--- src/rtl/uart_pkg.sv ---
// Shared UART constants, word/byte types and the byte-lane placement helper.
package uart_pkg;

    localparam int unsigned UART_BYTE_W         = 8;
    localparam int unsigned UART_WORD_W         = 32;
    localparam int unsigned UART_BYTES_PER_WORD = 4;

    typedef logic [UART_WORD_W-1:0]                 uart_word_t;
    typedef logic [UART_BYTE_W-1:0]                 uart_byte_t;
    typedef logic [$clog2(UART_BYTES_PER_WORD)-1:0] uart_idx_t;

    // Returns w with byte b written into the lane selected by idx and the
    // endianness: little => lane idx, big => lane (BYTES_PER_WORD-1-idx).
    function automatic uart_word_t place_byte(
        input uart_word_t w,
        input uart_idx_t  idx,
        input uart_byte_t b,
        input logic       little
    );
        uart_word_t  r;
        int unsigned lane;
        r    = w;
        lane = little ? 32'(idx) : (UART_BYTES_PER_WORD - 1 - 32'(idx));
        r[lane*UART_BYTE_W +: UART_BYTE_W] = b;
        return r;
    endfunction

endpackage

--- src/rtl/uart_rx_word_packer_if.sv ---
// Word-stream valid/ready bus from the packer to the program loader.
interface uart_rx_word_packer_if;

    uart_pkg::uart_word_t word_data;
    logic                 word_valid;
    logic                 word_ready;

    modport master (output word_data, output word_valid, input word_ready);
    modport slave  (input word_data, input word_valid, output word_ready);

endinterface

--- src/rtl/uart_rx_word_packer_sync_fifo.sv ---
// First-word-fall-through synchronous FIFO with occupancy count and flush.
module sync_fifo #(
    parameter int unsigned WIDTH = 32,
    parameter int unsigned DEPTH = 4
) (
    input  logic                     clk,
    input  logic                     rstn,
    input  logic                     flush,
    input  logic                     push,
    input  logic [WIDTH-1:0]         push_data,
    input  logic                     pop,
    output logic [WIDTH-1:0]         head,
    output logic                     empty,
    output logic                     full,
    output logic [$clog2(DEPTH):0]   level
);

    localparam int unsigned AW       = $clog2(DEPTH);
    localparam logic [AW:0] FULL_CNT = (AW+1)'(DEPTH);

    logic [WIDTH-1:0] r_mem [DEPTH];
    logic [AW-1:0]    r_wr_ptr;
    logic [AW-1:0]    r_rd_ptr;
    logic [AW:0]      r_count;
    logic             w_do_pop;
    logic             w_do_push;

    assign empty = (r_count == '0);
    assign full  = (r_count == FULL_CNT);
    assign level = r_count;

    // A push into a full FIFO is only taken when a pop frees the head slot.
    assign w_do_pop  = pop & ~empty;
    assign w_do_push = push & (~full | w_do_pop);

    // Head is zero while empty so the output bus is clean after reset/flush.
    assign head = empty ? '0 : r_mem[r_rd_ptr];

    // Storage write; contents need no reset since head is masked while empty.
    always_ff @(posedge clk) begin
        if (w_do_push && !flush) begin
            r_mem[r_wr_ptr] <= push_data;
        end
    end

    // Pointer and occupancy update; flush overrides push and pop.
    always_ff @(posedge clk or negedge rstn) begin
        if (!rstn) begin
            r_wr_ptr <= '0;
            r_rd_ptr <= '0;
            r_count  <= '0;
        end else if (flush) begin
            r_wr_ptr <= '0;
            r_rd_ptr <= '0;
            r_count  <= '0;
        end else begin
            if (w_do_push) r_wr_ptr <= r_wr_ptr + 1'b1;
            if (w_do_pop)  r_rd_ptr <= r_rd_ptr + 1'b1;
            if (w_do_push && !w_do_pop)      r_count <= r_count + 1'b1;
            else if (!w_do_push && w_do_pop) r_count <= r_count - 1'b1;
        end
    end

endmodule

--- src/rtl/uart_rx_word_packer.sv ---
// Packs UART receiver bytes into 32-bit words and buffers them in a FWFT FIFO,
// with sticky framing-error and overflow flags cleared by a synchronous clear.
module uart_rx_word_packer
    import uart_pkg::*;
#(
    parameter int unsigned DEPTH         = 4,
    parameter logic        LITTLE_ENDIAN = 1'b1
) (
    input  logic                      clk,
    input  logic                      rstn,
    input  logic [UART_BYTE_W-1:0]    rdata,
    input  logic                      rdata_ready,
    input  logic                      ferr,
    input  logic                      clear,
    uart_rx_word_packer_if.master     word_if,
    output logic [$clog2(DEPTH):0]    level,
    output logic                      ferr_seen,
    output logic                      overflow
);

    uart_idx_t  r_idx;
    uart_word_t r_asm;
    logic       r_ferr_seen;
    logic       r_overflow;

    logic       w_byte_ok;
    logic       w_byte_err;
    logic       w_last;
    uart_word_t w_word;
    logic       w_push_req;
    logic       w_pop;
    logic       w_push;
    logic       w_drop;
    logic       w_empty;
    logic       w_full;
    uart_word_t w_head;

    // clear masks every strobe and pop in its cycle.
    assign w_byte_ok  = rdata_ready & ~ferr & ~clear;
    assign w_byte_err = rdata_ready &  ferr & ~clear;
    assign w_last     = (r_idx == uart_idx_t'(UART_BYTES_PER_WORD - 1));

    // The 4th byte bypasses the assembly register so the full word is pushed
    // on the same edge that strobes its last byte.
    assign w_word     = place_byte(r_asm, r_idx, rdata, LITTLE_ENDIAN);
    assign w_push_req = w_byte_ok & w_last;
    assign w_pop      = ~w_empty & word_if.word_ready & ~clear;
    assign w_push     = w_push_req & (~w_full | w_pop);
    assign w_drop     = w_push_req & w_full & ~w_pop;

    // Byte index and partial-word assembly.
    always_ff @(posedge clk or negedge rstn) begin
        if (!rstn) begin
            r_idx <= '0;
            r_asm <= '0;
        end else if (clear || w_byte_err) begin
            r_idx <= '0;
        end else if (w_byte_ok) begin
            r_idx <= w_last ? '0 : r_idx + 1'b1;
            r_asm <= w_word;
        end
    end

    // Sticky framing-error and overflow flags.
    always_ff @(posedge clk or negedge rstn) begin
        if (!rstn) begin
            r_ferr_seen <= 1'b0;
            r_overflow  <= 1'b0;
        end else if (clear) begin
            r_ferr_seen <= 1'b0;
            r_overflow  <= 1'b0;
        end else begin
            if (w_byte_err) r_ferr_seen <= 1'b1;
            if (w_drop)     r_overflow  <= 1'b1;
        end
    end

    sync_fifo #(
        .WIDTH (UART_WORD_W),
        .DEPTH (DEPTH)
    ) u_fifo (
        .clk       (clk),
        .rstn      (rstn),
        .flush     (clear),
        .push      (w_push),
        .push_data (w_word),
        .pop       (w_pop),
        .head      (w_head),
        .empty     (w_empty),
        .full      (w_full),
        .level     (level)
    );

    assign word_if.word_data  = w_head;
    assign word_if.word_valid = ~w_empty;
    assign ferr_seen          = r_ferr_seen;
    assign overflow           = r_overflow;

endmodule

--- src/flat_wrapper.sv ---
// flat-port wrapper written by rule: the top's interface ports become plain ports
module uart_rx_word_packer_flat import uart_pkg::*;
#(
    parameter int unsigned DEPTH         = 4,
    parameter logic        LITTLE_ENDIAN = 1'b1
)
  (clk, rstn, rdata, rdata_ready, ferr, clear, level, ferr_seen, overflow, word_if_word_data, word_if_word_valid, word_if_word_ready);
  uart_rx_word_packer_if word_if_i ();
  input  logic clk;
  input  logic rstn;
  input  logic [UART_BYTE_W-1:0] rdata;
  input  logic rdata_ready;
  input  logic ferr;
  input  logic clear;
  output logic [$clog2(DEPTH):0] level;
  output logic ferr_seen;
  output logic overflow;
  output wire logic [$bits(word_if_i.word_data)-1:0] word_if_word_data;
  output wire logic [$bits(word_if_i.word_valid)-1:0] word_if_word_valid;
  input wire logic [$bits(word_if_i.word_ready)-1:0] word_if_word_ready;
  assign word_if_word_data = word_if_i.word_data;
  assign word_if_word_valid = word_if_i.word_valid;
  assign word_if_i.word_ready = word_if_word_ready;
  uart_rx_word_packer #(.DEPTH(DEPTH), .LITTLE_ENDIAN(LITTLE_ENDIAN)) u_core (.clk(clk), .rstn(rstn), .rdata(rdata), .rdata_ready(rdata_ready), .ferr(ferr), .clear(clear), .word_if(word_if_i), .level(level), .ferr_seen(ferr_seen), .overflow(overflow));
endmodule
--- config.mk ---
export PLATFORM = sky130hd
export DESIGN_NAME = uart_rx_word_packer_flat
export DESIGN_NICKNAME = d
export VERILOG_FILES = /design/src/rtl/uart_pkg.sv /design/src/rtl/uart_rx_word_packer_if.sv /design/src/rtl/uart_rx_word_packer_sync_fifo.sv /design/src/rtl/uart_rx_word_packer.sv /design/src/flat_wrapper.sv
export SDC_FILE = /design/constraint.sdc
export NUM_CORES = 1
export LEC_CHECK = 0
export ABC_CLOCK_PERIOD_IN_PS = 3090
export CAP_MARGIN = 10
export CORE_MARGIN = 1.5
export CORE_UTILIZATION = 50
export CTS_CLUSTER_SIZE = 28
export DETAILED_ROUTE_END_ITERATION = 12
export DONT_BUFFER_PORTS = 1
export GPL_TIMING_DRIVEN = 0
export SLEW_MARGIN = 30
export SYNTH_ARGS = -nofsm -noshare
export SYNTH_HDL_FRONTEND = slang
export SYNTH_SLANG_ARGS = --single-unit
export TNS_END_PERCENT = 30
--- constraint.sdc ---
create_clock -name clk -period 3.09 [get_ports clk]
set_clock_uncertainty 0.05 [all_clocks]
set_input_delay 0.309 -clock clk [delete_from_list [all_inputs] [get_ports clk]]
set_output_delay 0.309 -clock clk [all_outputs]
set_load 0.01 [all_outputs]
==> summary.txt <==
Critical path
  • Cell family contributing the most delay on the critical path: simple AND/OR/NAND/NOR gates
  • Worst R2R Path Depth: 7
  • Arrival time reported for the critical path endpoint: ~3000 ps
  • Buf+Inv Stages, Crit Path: 1
  • Category of the most critical setup path: reg -> reg
  • Cell chain of the critical path: or4b_1, buf_2, and3_4, fa_1, or3_1, a211o_1, o211ai_1
  • Worst-path cell with the longest stage delay: or4b_1
  • Slowest cell delay on critical path: between 500 and 600 ps
  • Kind of end point of the critical path: register
  • Critical register-to-register path startpoint: u_core.u_fifo.level[0]
  • Reg-to-Reg End: u_core.u_fifo.level[2]
  • Crit Path Max Fanout: 8
  • Sort of element at the start of the critical path: register
  • FF-to-FF setup slack: 410 ps
  • Data required time at the worst endpoint: 3390 ps

Global route
  • Global-route wire length before repair: between 20000 and 25000 um
  • Total routing resource utilization after global routing: 0.210
  • Antenna violations before repair: 0
  • Vias in the first global route: 4038
  • Pin count of the biggest net entering global routing: 44
  • Residual overflow from global routing: 0

Pwr
  • Cell leakage power: 2.68 nW
  • Part of the power in the clock network: 0.381
  • Total power density per cell area: a little over 700 mW/mm^2
  • Sequential share of power: 0.437
  • Share of power burned in combinational logic: 0.183
  • Fraction of power spent switching nets: 0.267
  • Internal power consumption: 4.28 mW
  • Net Sw Power: 1.56 mW
  • Maximum vdd drop: 460 uV

STA
  • Worst slew pin tran: 751 ps
  • Final period demand of the worst path: 2680 ps
  • Setup violations, final: 0
  • Worst-case headroom to the max-slew limit: 0.499
  • RSZ-0062 raised after global routing: false
  • Post-Route Setup TNS: 0 ps
  • Number of max-slew violations in the final report: 0
  • Part of the cycle the worst path needs: 0.867
  • Achievable frequency: between 300 and 400 MHz
  • Final Hold Viols: 0

Worst hold path
  • Cell depth of the worst hold path: 2
  • Path type of the worst min-delay path: in -> reg
  • End point of the worst hold path: u_core.u_fifo.level[2]
  • Startpoint of the tightest hold check path: word_if_word_ready

Floorplan
  • Boundary Pins: 52
  • Die area: between 0.015 and 0.02 sq mm
  • Die X: 123 um
  • Core outline area: 0.0140 sq mm
  • Cell row count: 43
  • DIE HEIGHT: 123 um
  • Starting density of the core: 0.516

Synth
  • Total of flip-flops plus latches after synthesis: 171
  • Synth unique cells: 36
  • Fraction of the yosys area taken by sequential cells: 0.679
  • Number of nets produced by synthesis: between 500 and 600
  • Average instance area after synthesis: 15.2 sq um
  • Syn Inst Count: 476
  • Synthesized cell area: around 0.0073 sq mm
  • Total number of yosys warnings: 0

Clocking
  • Worst skew pair latency: 430 ps
  • CTS tree: done
  • CTS buffer count: 17
  • CTS root buffer: clkbuf_16
  • Num Clock Sinks: ~170
  • H-tree Lvls: 4
  • Post-CTS Setup Inserts: 0
  • Clock transition at the register clock pins on the worst setup and hold paths after CTS: 60 ps
  • Number of gates given a new drive strength after cts: 0
  • Buffers from clock root to sink, at most: 2

Placement
  • Post-Place Cells: 660
  • HPWL after detailed placement: 9250 um
  • GPL Wtd Cong: 0.726
  • Number of port buffers: 0

Final layout
  • Final Non-Filler Cells: 696
  • Diodes inserted: 0
  • Leading cell type in the layout, fill and taps excluded: edfxtp_1
  • Area growth from synthesis to layout: 13.9%
  • Final core occ: 0.588
  • FILL cells: 1082
  • Share of layout cells above drive strength 1: 0.174
  • Number of nets in the layout: 528
  • Leading cell types in the layout, fill and taps excluded: edfxtp_1, dfrtp_1, inv_1

Outcome
  • Result of the run: finished, final reports clean

Routing
  • Remaining design rule violation count: 0
  • Drt via density: 5.70
  • Number of DRC violations after detailed-routing iteration 0: 325
  • Detailed-route wire length: 14500 um
  • Count of nets left with antenna violations after detail routing: 0
  • Post-DR wirelength/cell: approximately 21 um
  • Number of detailed-route iterations in the first pass: 4
  • Via total after detailed routing: 3969

Job
  • Number of maximum-capacitance violations: 0
[power groups by stage]
stage / combinational (mW) / sequential, mW / clock, mW
global route: 1.19 / 2.56 / 2.35
detailed placement: 1.08 / 2.60 / 0
global placement: 1.06 / 2.60 / 0
finish: 1.07 / 2.55 / 2.22
floorplan: 0.847 / 2.59 / 0
CTS: 1.10 / 2.55 / 2.26
[kinds of logic (layout without fill, tap and decap cells)]
logic type / after synthesis / in the layout / share of synthesized area
mux: 32 / 32 / 0.0994
xor+xnor: 4 / 4 / 0.00483
buf+inv: 73 / 113 / 0.0411
simple gates: 107 / 107 / 0.0811
compound gates: 78 / 78 / 0.0751
fa+ha+maj: 11 / 11 / 0.0200
flops: 171 / 171 / 0.679
[synthesized netlist by cell type (all sizes together)]
cell type / n / area (sq um)
a211o: 2 / 17.5
a21oi: 4 / 20.0
a22o: 34 / 298
a2bb2oi: 1 / 8.76
a31oi: 1 / 6.26
and2: 37 / 231
and3: 5 / 36.3
buf: 19 / 95.1
clkbuf: 14 / 52.6
dfrtp: 43 / 1080
edfxtp: 128 / 3840
fa: 1 / 20.0
ha: 10 / 125
inv: 40 / 150
mux4: 32 / 721
nand2: 39 / 146
nand2b: 1 / 6.26
nand3: 2 / 10.0
nand3b: 1 / 7.51
nand4bb: 1 / 11.3
nor2: 11 / 41.3
nor3: 2 / 15.0
nor4: 1 / 6.26
nor4b: 1 / 23.8
nor4bb: 3 / 30.0
o211ai: 1 / 7.51
o21ai: 32 / 160
o21bai: 1 / 7.51
o22ai: 1 / 6.26
o31ai: 1 / 12.5
or3: 2 / 12.5
or4b: 1 / 10.0
xnor2: 1 / 8.76
xor2: 3 / 26.3
[through the flow]
stage	setup WS [ps]	area, sq um	power, mW	hold slack, ps
after CTS	378	8260	5.92	6.98
after global placement	-298	7480	3.66	-35.5
after detailed placement	449	7580	3.68	-35.7
after floorplan	592	7250	3.43	-36.6
final	410	8260	5.85	21.8
after global routing	227	8260	6.10	17.8
[area by class of cell]
class	instances	area, sq um	area share
Multi-Input combinational cell	232	2040	0.247
Timing Repair Buffer	8	160	0.0194
Tap cell	180	225	0.0273
Inverter	40	150	0.0182
Sequential cell	171	4920	0.596
Buffer	33	148	0.0179
Clock buffer	25	475	0.0576
Clock inverter	7	140	0.0170
[registers in the layout, summed over array words and instances, names as in the netlist]
| name | flops |
|---|---|
| u_core.u_fifo.r_mem | 128 |
| u_core.r_asm | 32 |
| u_core.u_fifo.level | 3 |
| u_core.r_idx | 2 |
| u_core.u_fifo.r_rd_ptr | 2 |
| u_core.u_fifo.r_wr_ptr | 2 |
| u_core.ferr_seen | 1 |
| u_core.overflow | 1 |
[routing by layer]
layer	GRT usage	wire length [um]	vias to the layer above
met1	0.293	6610	2033
li1	-	-	1808
met5	0	0	-
met2	0.324	7010	111
met4	0.0826	259	0
met3	0.0461	667	17
[timing repair]
item | CTS | global route
hold buffers | 4 | 0
setup endpoints to repair | 0 | 0
endpoints found under the hold margin | 44 | 0
[worst reg2reg max path, cell delays in order, from the launching register on]
cell and delay, ps:
dfrtp_1 500, or4b_1 550, buf_2 180, and3_4 180
fa_1 410, or3_1 390, a211o_1 270, o211ai_1 80
[how the worst max path moves through the flow]
stage | startpoint | endpoint | slack, ps | cells past startpoint
4_1_cts | u_core.u_fifo.r_rd_ptr[1] | word_if_word_data[2] | 380 | 4
5_1_grt | u_core.r_idx[0] | u_core.u_fifo.level[2] | 230 | 9
3_5_place_dp | u_core.u_fifo.level[0] | u_core.u_fifo.level[2] | 450 | 7
2_1_floorplan | u_core.u_fifo.level[0] | u_core.u_fifo.level[2] | 590 | 7
3_3_place_gp | u_core.r_idx[0] | u_core.u_fifo.r_mem[1][18] | -300 | 4
6_report | u_core.u_fifo.level[0] | u_core.u_fifo.level[2] | 410 | 7
Note: power is estimated with default switching activity, not from simulation.
